### src/rtl/pipeline_hazard_ctrl.sv
// Central stall/flush controller for the 5-stage 16-bit pipeline.
// Optional performance counters are built only when HAZARD_PERF_CNT_EN is defined.
module pipeline_hazard_ctrl #(
  parameter int unsigned CNT_W = 16
) (
  input  logic             clk,
  input  logic             reset_n,
  input  logic [1:0]       rs_ID,
  input  logic [1:0]       rt_ID,
  input  logic             use_rs_ID,
  input  logic             use_rt_ID,
  input  logic             is_halted_ID,
  input  logic             d_readM_EX,
  input  logic             RegWrite_EX,
  input  logic [1:0]       write_reg_addr_EX,
  input  logic             mispredict_EX,
  input  logic             i_mem_ready,
  input  logic             d_req_MEM,
  input  logic             d_mem_ready,
  input  logic             is_halted_WB,
  output logic             pc_write,
  output logic             stall_IF_ID,
  output logic             stall_ID_EX,
  output logic             stall_EX_MEM,
  output logic             flush_IF_ID,
  output logic             flush_ID_EX,
  output logic             flush_EX_MEM,
  output logic             bubble_WB,
  output logic             halted,
  output logic [CNT_W-1:0] stall_cycles,
  output logic [CNT_W-1:0] flush_events
);

  localparam logic [1:0] RUN       = 2'd0;
  localparam logic [1:0] DMEM_WAIT = 2'd1;
  localparam logic [1:0] DRAIN     = 2'd2;
  localparam logic [1:0] HALT      = 2'd3;

  logic [1:0] state_q, state_d;
  logic       ret_q, ret_d;  // 1: return to DRAIN after DMEM_WAIT, 0: return to RUN
  logic [1:0] eff_state;
  logic       d_wait;
  logic       load_use;

  assign d_wait   = d_req_MEM && !d_mem_ready;
  assign load_use = d_readM_EX && RegWrite_EX &&
                    ((use_rs_ID && (rs_ID == write_reg_addr_EX)) ||
                     (use_rt_ID && (rt_ID == write_reg_addr_EX)));

  // On release from DMEM_WAIT the lower-priority rules see the return state.
  assign eff_state = (state_q == DMEM_WAIT) ? (ret_q ? DRAIN : RUN) : state_q;

  always_comb begin
    pc_write     = 1'b1;
    stall_IF_ID  = 1'b0;
    stall_ID_EX  = 1'b0;
    stall_EX_MEM = 1'b0;
    flush_IF_ID  = 1'b0;
    flush_ID_EX  = 1'b0;
    flush_EX_MEM = 1'b0;
    bubble_WB    = 1'b0;
    halted       = 1'b0;
    state_d      = state_q;
    ret_d        = ret_q;

    if (!reset_n) begin
      pc_write = 1'b0;
      state_d  = RUN;
      ret_d    = 1'b0;
    end else if (state_q == HALT) begin
      pc_write     = 1'b0;
      stall_IF_ID  = 1'b1;
      stall_ID_EX  = 1'b1;
      stall_EX_MEM = 1'b1;
      bubble_WB    = 1'b1;
      halted       = 1'b1;
    end else if (d_wait) begin
      pc_write     = 1'b0;
      stall_IF_ID  = 1'b1;
      stall_ID_EX  = 1'b1;
      stall_EX_MEM = 1'b1;
      bubble_WB    = 1'b1;
      state_d      = DMEM_WAIT;
      if (state_q != DMEM_WAIT) ret_d = (state_q == DRAIN);
    end else if (mispredict_EX) begin
      // Any pending HLT was on the wrong path, so drain is abandoned.
      flush_IF_ID = 1'b1;
      flush_ID_EX = 1'b1;
      state_d     = RUN;
    end else if (eff_state == DRAIN) begin
      pc_write    = 1'b0;
      flush_IF_ID = 1'b1;
      if (is_halted_WB) begin
        state_d = HALT;
        halted  = 1'b1;
      end else begin
        state_d = DRAIN;
      end
    end else begin
      state_d = RUN;
      if (load_use) begin
        pc_write    = 1'b0;
        stall_IF_ID = 1'b1;
        flush_ID_EX = 1'b1;
      end else if (!i_mem_ready) begin
        pc_write    = 1'b0;
        flush_IF_ID = 1'b1;
      end else if (is_halted_ID) begin
        pc_write    = 1'b0;
        flush_IF_ID = 1'b1;
        state_d     = DRAIN;
      end
      if (is_halted_WB) begin
        state_d = HALT;
        halted  = 1'b1;
      end
    end
  end

  always_ff @(posedge clk) begin
    if (!reset_n) begin
      state_q <= RUN;
      ret_q   <= 1'b0;
    end else begin
      state_q <= state_d;
      ret_q   <= ret_d;
    end
  end

`ifdef HAZARD_PERF_CNT_EN
  logic [CNT_W-1:0] stall_cnt_q, flush_cnt_q;
  logic             flush_take;

  assign flush_take = reset_n && (state_q != HALT) && !d_wait && mispredict_EX;

  always_ff @(posedge clk) begin
    if (!reset_n) begin
      stall_cnt_q <= '0;
      flush_cnt_q <= '0;
    end else begin
      if (!pc_write && (state_q != HALT) && (stall_cnt_q != '1)) begin
        stall_cnt_q <= stall_cnt_q + CNT_W'(1);
      end
      if (flush_take && (flush_cnt_q != '1)) begin
        flush_cnt_q <= flush_cnt_q + CNT_W'(1);
      end
    end
  end

  assign stall_cycles = stall_cnt_q;
  assign flush_events = flush_cnt_q;
`else
  assign stall_cycles = {CNT_W{1'b0}};
  assign flush_events = {CNT_W{1'b0}};
`endif

endmodule

### config.mk
export PLATFORM = sky130hd
export DESIGN_NAME = pipeline_hazard_ctrl
export DESIGN_NICKNAME = d
export VERILOG_FILES = /design/src/rtl/pipeline_hazard_ctrl.sv
export SDC_FILE = /design/constraint.sdc
export NUM_CORES = 1
export LEC_CHECK = 0
export BUFFER_PORTS_ARGS = -buffer_cell sky130_fd_sc_hd__buf_4
export CAP_MARGIN = 15
export CELL_PAD_IN_SITES_DETAIL_PLACEMENT = 1
export CELL_PAD_IN_SITES_GLOBAL_PLACEMENT = 1
export CORE_UTILIZATION = 26
export CTS_BUF_LIST = sky130_fd_sc_hd__clkbuf_8
export CTS_CLUSTER_DIAMETER = 40
export DETAILED_ROUTE_END_ITERATION = 16
export PLACE_DENSITY_LB_ADDON = 0.1
export SLEW_MARGIN = 20
export SYNTH_ARGS = -nofsm -noshare
export SYNTH_HDL_FRONTEND = slang
export SYNTH_SLANG_ARGS = --single-unit
export TNS_END_PERCENT = 100
### constraint.sdc
create_clock -name clk -period 3.35 [get_ports clk]
set_input_delay 0.1675 -clock clk [delete_from_list [all_inputs] [get_ports clk]]
set_output_delay 0.1675 -clock clk [all_outputs]
set_load 0.02 [all_outputs]
==> run summary, run 1 <==
Hold WS -> 0.257 ns
Static Leak -> 0.405 nW
Yosys reg bits -> 3
Sum Neg Setup Slack -> 0 ns
synth warn -> 0
pin count of the biggest net entering global routing -> 10
Setup crit start kind -> register
Port Buf Inserts -> 25
diodes inserted -> 0
kind of critical path -> register to primary output
initial DRC count -> 7
Vias -> 603
most frequent cells in the layout -> conb_1, buf_4, nor2_1, nand2_1, nand3_1
Fill cells -> 308
layout cell share with drive strength beyond 1 -> 0.281
final setup fails -> 0
Post-layout nets -> 133
HP Class -> input pin to register
num rows -> 17
outcome -> finished, final reports clean
crit path max fanout -> 6
WP buf/inv -> 1
final antenna-violating net count -> 0
Top-Level Pins -> 59
CTS Hold Bufs -> 0
Mapped Avg Cell Area -> 7.44 µm²
Longest Clk Path Bufs -> 2
Max-Cap Viols -> 0
clk root buf -> clkbuf_8
Tcrit/Tclk final -> 0.524
R2R depth -> 4
Crit path max-delay family -> compound AO/OA/AOI/OAI gates
DR WL/cell -> 9.80 µm
Post-CTS Setup Repair Bufs -> 0
vias in the first global route -> 528
Routed WL -> 1.39 mm
CP required -> 3.18 ns
Synth Instances -> 89
Final Hold Viols -> 0
global route overflow -> 0
sequential-to-total area share from yosys stat -> 0.0907
Area Growth Syn to Fin -> 18.3%
post-cts resize count -> 0
peak supply drop -> 0.000152 V
TritonCTS Sinks -> 3
RSZ-0062 raised after global routing -> no
Clock transition at path regs -> 0.03 ns
Die H -> 52.5 µm
Via-to-Cell Ratio -> 4.25
worst skew pair latency -> 0.22 ns
drt first pass iters -> 2
Min Clock Period, post-route -> 1.76 ns
Core Footprint -> 2300 µm²
Pwr Density -> 309 nW/µm²
DRC Markers -> 0
H-tree levels -> 1
most common cell after layout, fill and taps aside -> conb_1
GPL Wtd Cong -> 0.728
initial antenna violation count -> 0
CTS tree -> built
Crit. End Element -> primary output
die area -> 2750 µm²
crit-path max cell delay -> 0.41 ns
initial cell density of the core -> 0.288
first-pass GRT wire length -> 2.17 mm
worst hold stages -> 3
Worst Path Arrival -> 1.59 ns
Slew Limit Fails -> 0
FMAX -> 569 MHz
hpwl dp -> 1.24 mm
cell chain of the critical path -> nor2b_2, a2111oi_4, o221ai_2, a31oi_1, buf_4
CTS buffer count -> 3
chip width -> 52.5 µm
Mapped Area -> 662 µm²
Clock Skew -> 0.0000527 ns
GRT Overall Usage -> 0.106
Worst path depth -> 5
Distinct cells, synth -> 29
Slowest cell on crit path -> dfxtp_1
-- through the flow --
stage | worst slack [ns] | utilization | instance area, µm² | power (mW) | cells
2_1_floorplan | 1.84 | - | 782 | 0.138 | 121
3_3_place_gp | 1.78 | 0.321 | 738 | 0.141 | 138
3_5_place_dp | 1.83 | 0.321 | 738 | 0.141 | 138
4_1_cts | 1.57 | 0.341 | 783 | 0.246 | 142
5_1_grt | 1.52 | 0.341 | 783 | 0.257 | 142
6_report | 1.59 | 0.341 | 783 | 0.242 | 142
-- layer usage --
layer / share of wire / up-vias / wire length (µm) / global-route usage
li1: - / 290 / - / -
met5: 0 / - / 0 / 0
met1: 0.39 / 280 / 542 / 0.121
met4: 0.012 / 0 / 17 / 0.0526
met3: 0.079 / 2 / 110 / 0.0261
met2: 0.52 / 31 / 721 / 0.181
-- where the power goes --
part | total (mW) | leakage [nW] | switching (mW) | internal [mW]
Sequential | 0.0418 | 0.0247 | 0.00363 | 0.0381
Clock | 0.102 | 0.0269 | 0.0237 | 0.0780
Combinational | 0.0989 | 0.354 | 0.0660 | 0.0330
Total | 0.242 | 0.405 | 0.0933 | 0.149
-- cells in the mapped netlist --
master	count	area share
a2111oi_4	1	0.042
a21boi_0	3	0.034
a21o_1	2	0.023
a21oi_1	2	0.015
a31o_1	1	0.013
a31oi_1	1	0.0095
a32o_1	1	0.015
a41o_1	1	0.015
and2_0	1	0.0095
and2_1	3	0.028
and3_1	1	0.0095
buf_4	35	0.40
clkbuf_1	1	0.0057
conb_1	1	0.0057
dfxtp_1	3	0.091
inv_1	2	0.011
nand2_1	5	0.028
nand2b_1	2	0.019
nand3_1	4	0.030
nand4_1	2	0.019
nand4b_1	1	0.013
nor2_1	5	0.028
nor2b_1	1	0.0095
nor2b_2	2	0.026
o2111ai_1	2	0.026
o211ai_1	1	0.011
o21ai_0	2	0.015
o221ai_2	1	0.023
xnor2_1	2	0.026
-- kinds of logic after synthesis --
kind of cell           count (synthesis)  synth area share
AO/OA/AOI/OAI                         18             0.242
XOR/XNOR                               2            0.0265
buffers and inverters                 38             0.414
flip-flops                             3            0.0907
other                                  1           0.00567
AND/OR/NAND/NOR                       27             0.221
-- flip-flops by register name, summed over array words and instances (netlist names) --
register and cells:
state_q 2, ret_q 1
-- tightest hold or removal path, stage by stage --
cell,delay (ns)
buf_4,0.12
nand2_1,0.05
a21boi_0,0.08
-- layout make-up --
cell class | count | area, µm² | share of cell area
Clock buffer | 3 | 41.3 | 0.0527
Clock inverter | 1 | 3.75 | 0.00479
Inverter | 2 | 7.51 | 0.00958
Multi-Input combinational cell | 80 | 448 | 0.572
Sequential cell | 3 | 60.1 | 0.0767
Tap cell | 28 | 35.0 | 0.0447
Timing Repair Buffer | 25 | 188 | 0.240
-- final timing paths --
| check | startpoint | end | slack, ns |
|---|---|---|---|
| max | state_q[1] | pc_write | 1.59 |
| min | is_halted_WB | state_q[0] | 0.26 |
| max reg2reg | state_q[1] | state_q[1] | 2.31 |
| min reg2reg | ret_q | ret_q | 0.48 |
Note: power is estimated with default switching activity, not from simulation.
==> inputs of run 2 (changes only) <==
CORE_UTILIZATION = 22   (was 26)
clock period = 1.43 ns   (was 3.35 ns; I/O delays follow)
==> run 2 against run 1 <==
Effect of this change: the flow now finishes with violations (design-rule violations, negative setup slack); clock power up 130%; critical endpoint unchanged; global-route usage down 0.45 points; power up 140%; utilization down 3.1 points; largest cell class unchanged; non-clock buffer count up 5.
==> run summary, run 2 (synthesis results as in run 1) <==
Worst Path Arrival -> 1.48 ns (-0.11 ns)
final setup fails -> 1 (+1)
peak supply drop -> 0.000240 V (+58%)
non-filler instance count after layout -> 150 (+5.6%)
Area Growth Syn to Fin -> 31.2%
Inst Count DP -> 145 (+5.1%)
die area -> 3230 µm² (+17%)
Min Clock Period, post-route -> 1.55 ns
CTS Hold Bufs -> 0 (unchanged)
GRT Overall Usage -> 0.102 (-0.00445)
drt first pass iters -> 10 (+8)
Clock Skew -> 0.00129 ns (+0.00124 ns)
Port Buf Inserts -> 25 (unchanged)
Via-to-Cell Ratio -> 4.02 (-5.3%)
vias in the first global route -> 567 (+7.4%)
CP required -> 1.36 ns (-1.82 ns)
Static Leak -> 0.438 nW (+8.1%)
DR WL/cell -> 10.1 µm (+2.6%)
Vias -> 603 (unchanged)
Fill cells -> 356 (+16%)
failing checks -> design-rule violations, negative setup slack
Longest Clk Path Bufs -> 2 (unchanged)
TritonCTS Sinks -> 3 (unchanged)
clk root buf -> clkbuf_8
Top-Level Pins -> 59 (unchanged)
H-tree levels -> 1 (unchanged)
Core Footprint -> 2810 µm² (+22%)
Pwr Density -> 681 nW/µm² (+120%)
DRC Markers -> 8 (+8)
initial DRC count -> 11 (+4)
Setup WS post-layout -> -0.120 ns (-1.71 ns)
GPL Wtd Cong -> 0.799 (+9.8%)
most common cell after layout, fill and taps aside -> conb_1
pre-CTS setup slack -> 0.0591 ns (-1.77 ns)
Die H -> 56.9 µm (+8.4%)
first-pass GRT wire length -> 2.57 mm (+19%)
Tcrit/Tclk final -> 1.08
CTS tree -> built
outcome -> complete, but fails checks
RSZ-0062 raised after global routing -> yes
hpwl dp -> 1.27 mm (+1.7%)
Max-Cap Viols -> 0 (unchanged)
Setup crit start kind -> register
crit path max fanout -> 3 (-3)
kind of critical path -> register to primary output
initial cell density of the core -> 0.236 (-0.0522)
final antenna-violating net count -> 0 (unchanged)
FMAX -> 645 MHz
Final Hold Viols -> 0 (unchanged)
Crit. End Element -> primary output
most frequent cells in the layout -> conb_1, buf_4, nand2_1
worst skew pair latency -> 0.21 ns (about the same)
CTS buffer count -> 3 (unchanged)
Sum Neg Setup Slack -> -0.120 ns (-0.120 ns)
HP Class -> input pin to register
layout cell share with drive strength beyond 1 -> 0.361 (+0.0806)
top flop regs -> state_q (2), ret_q (1)
Routed WL -> 1.51 mm (+8.4%)
most flop-heavy register -> state_q
max reg flops -> 2 (unchanged)
Slew Limit Fails -> 0 (unchanged)
initial antenna violation count -> 0 (unchanged)
diodes inserted -> 0 (unchanged)
Post-layout nets -> 138 (+3.8%)
num rows -> 19 (+2)
Clock transition at path regs -> 0.03 ns (about the same)
pin count of the biggest net entering global routing -> 10 (unchanged)
Core Util, Final -> 0.310 (-0.0314)
global route overflow -> 0 (unchanged)
chip width -> 56.9 µm (+8.4%)
run 2: path summary, 6_finish.rpt:
path              slack (ns)          to         start  cells past startpoint
setup / recovery       -0.12    pc_write         ret_q                      5
hold / removal          0.13  state_q[0]  is_halted_WB                      3
setup reg to reg        0.47  state_q[1]    state_q[1]                      4
hold reg to reg         0.49       ret_q         ret_q                      2
run 2: area by class of cell:
type | instances | area (µm²) | share of cell area
Sequential cell | 3 | 68.8 | 0.0793
Timing Repair Buffer | 30 | 240 | 0.277
Tap cell | 31 | 38.8 | 0.0447
Inverter | 2 | 7.51 | 0.00865
Multi-Input combinational cell | 80 | 468 | 0.539
Clock buffer | 3 | 41.3 | 0.0476
Clock inverter | 1 | 3.75 | 0.00432
run 2: metal layers:
| layer | up-vias | routed length [µm] | track usage |
|---|---|---|---|
| met4 | 0 | 6 | 0.0209 |
| met1 | 269 | 612 | 0.122 |
| li1 | 298 | - | - |
| met3 | 2 | 159 | 0.0484 |
| met2 | 34 | 729 | 0.165 |
| met5 | - | 0 | 0 |
run 2: power breakdown:
group	internal, mW	total [mW]	switching [mW]
Sequential	0.0889	0.0961	0.00710
Combinational	0.0957	0.260	0.164
Clock	0.182	0.235	0.0528
run 2: worst max-delay path, cell delays in order, from the launching register on:
cell,delay [ns]
dfxtp_2,0.31
nor2b_4,0.13
a2111oi_4,0.34
o221ai_2,0.14
a31oi_1,0.18
buf_4,0.16
run 2: timing repair:
action | CTS | global route
resized for setup | 7 | 8
buffers inserted | 1 | 0
setup endpoints to repair | 4 | 7
pin swaps | 5 | 3
run 2: metrics by stage:
stage | power [mW] | cell area (µm²) | hold slack [ns]
3_3_place_gp | 0.340 | 772 | 0.370
4_1_cts | 0.594 | 846 | 0.133
3_5_place_dp | 0.340 | 772 | 0.365
2_1_floorplan | 0.323 | 782 | 0.219
5_1_grt | 0.640 | 868 | 0.149
6_report | 0.591 | 868 | 0.134
==> inputs of run 3 (changes only) <==
CORE_UTILIZATION = 21   (was 22)
CTS_BUF_LIST = not set   (was sky130_fd_sc_hd__clkbuf_8)
==> run 3 against run 2 <==
Effect of this change: the flow finishes with violations (negative setup slack); sequential power fell by 0.7%; worst hold slack got worse by 0.022 ns; via count rose by 2.8%; sequential cell count did not move; die area rose by 4.6%; highest routed layer unchanged; final cell count rose by 8.0%; fmax fell by 4.0%; worst setup slack got worse by 0.064 ns; clock skew rose by 0.00089 ns.
==> run summary, run 3 (synthesis results as in run 1) <==
Routed WL -> 1.56 mm (+3.3%)
non-filler instance count after layout -> 162 (+8.0%)
Clock transition at path regs -> 0.04 ns (about the same)
Final Hold Viols -> 0 (unchanged)
CTS buffer count -> 3 (unchanged)
GRT Overall Usage -> 0.0949 (-0.00691)
die area -> 3380 µm² (+4.6%)
RSZ-0062 raised after global routing -> yes
worst skew pair latency -> 0.24 ns (+0.03 ns)
top flop regs -> state_q (2), ret_q (1)
Tcrit/Tclk final -> 1.13 (+0.0450)
H-tree levels -> 1 (unchanged)
max reg flops -> 2 (unchanged)
Static Leak -> 0.424 nW (-3.2%)
diodes inserted -> 0 (unchanged)
Vias -> 620 (+2.8%)
pin count of the biggest net entering global routing -> 10 (unchanged)
Die H -> 58.1 µm (+2.3%)
DRC Markers -> 0 (-8)
Inst Count DP -> 157 (+8.3%)
most flop-heavy register -> state_q
TritonCTS Sinks -> 3 (unchanged)
cell area after layout -> 865 µm² (-0.43%)
Longest Clk Path Bufs -> 2 (unchanged)
Area Growth Syn to Fin -> 30.6%
Sum Neg Setup Slack -> -0.299 ns (-0.179 ns)
final antenna-violating net count -> 0 (unchanged)
vias in the first global route -> 565 (-0.35%)
Setup WS post-layout -> -0.185 ns (-0.0643 ns)
drt first pass iters -> 4 (-6)
FMAX -> 619 MHz (-4.0%)
Post-layout nets -> 137 (-0.72%)
Via-to-Cell Ratio -> 3.83 (-4.8%)
crit path max fanout -> 3 (unchanged)
layout cell share with drive strength beyond 1 -> 0.373 (+0.0115)
peak supply drop -> 0.000130 V (-46%)
GPL Wtd Cong -> 0.671 (-16%)
clk root buf -> clkbuf_4
Core Util, Final -> 0.286 (-0.0240)
final setup fails -> 4 (+3)
Pwr Density -> 598 nW/µm² (-12%)
Crit. End Element -> primary output
Clock Skew -> 0.00219 ns (+0.000894 ns)
outcome -> complete, but fails checks
kind of critical path -> register to primary output
Setup crit start kind -> register
Core Footprint -> 3030 µm² (+7.9%)
num rows -> 20 (+1)
HP Class -> input pin to register
most frequent cells in the layout -> conb_1, buf_4, nand3_1, nor2_1, nand2_1
global route overflow -> 0 (unchanged)
Fill cells -> 383 (+7.6%)
Worst Path Arrival -> 1.54 ns (+0.06 ns)
Port Buf Inserts -> 25 (unchanged)
chip width -> 58.1 µm (+2.3%)
first-pass GRT wire length -> 2.50 mm (-2.7%)
Max-Cap Viols -> 0 (unchanged)
initial cell density of the core -> 0.219 (-0.0174)
initial antenna violation count -> 0 (unchanged)
DR WL/cell -> 9.62 µm (-4.3%)
initial DRC count -> 29 (+18)
Hold WS -> 0.112 ns (-0.0219 ns)
most common cell after layout, fill and taps aside -> conb_1
Top-Level Pins -> 59 (unchanged)
Min Clock Period, post-route -> 1.61 ns (+0.0643 ns)
CTS tree -> built
CP required -> 1.36 ns (about the same)
Slew Limit Fails -> 0 (unchanged)
failing checks -> negative setup slack
Placed Area -> 781 µm² (+1.1%)
hpwl dp -> 1.29 mm (+2.0%)
CTS Hold Bufs -> 0 (unchanged)
run 3: changes by cell type in the layout (fill, tap and decap cells not counted), sizes merged:
cell,delta
inv,-1
buf,-1
clkbuf,+1
run 3: final cells by class:
class                   instances  area (µm²)  share of cell area
clock buffers                   4        26.3              0.0304
repair buffers                 29         229               0.265
well taps                      44        55.1              0.0637
multi-input cells              80         478               0.553
flip-flops and latches          3        68.8              0.0796
inverters                       2        7.51             0.00868
run 3: critical path, stage by stage, from the launching register on:
cell and delay (ns):
dfxtp_2 0.31, nor2b_4 0.13, a2111oi_4 0.34, o221ai_2 0.13, a31oi_1 0.21, buf_4 0.17
run 3: path summary, 6_finish.rpt:
check                                   to   startpoint  slack, ns  cells past startpoint
worst min register to register       ret_q        ret_q       0.51                      2
worst max-delay path              pc_write        ret_q      -0.18                      5
worst min-delay path            state_q[1]  i_mem_ready       0.11                      3
worst max register to register  state_q[0]   state_q[0]       0.45                      4
run 3: metal layers:
metal  vias to the layer above  part of all wire  track usage
met4                         0             0.013       0.0306
met3                         4             0.078       0.0290
met5                         -                 0            0
li1                        298                 -            -
met2                        32              0.51        0.156
met1                       286              0.39        0.118
run 3: report_power, final:
part	switching (mW)	leakage, nW	internal [mW]
Combinational	0.167	0.383	0.0951
Sequential	0.00675	0.0264	0.0887
Clock	0.0536	0.0150	0.105
Total	0.228	0.424	0.289
run 3: timing repair:
action                                 4_1_cts  5_1_grt
setup endpoints to repair                    7        7
resized for setup                           10        6
endpoints found under the hold margin        0        0
setup buffers                                1        0
pin swaps                                    2        2
run 3: stage by stage:
step,setup WS [ns],power (mW)
global route,-0.292,0.558
finish,-0.185,0.517
detailed placement,-0.00461,0.339
global placement,0.0172,0.340
floorplan,0.0123,0.323
CTS,-0.209,0.514
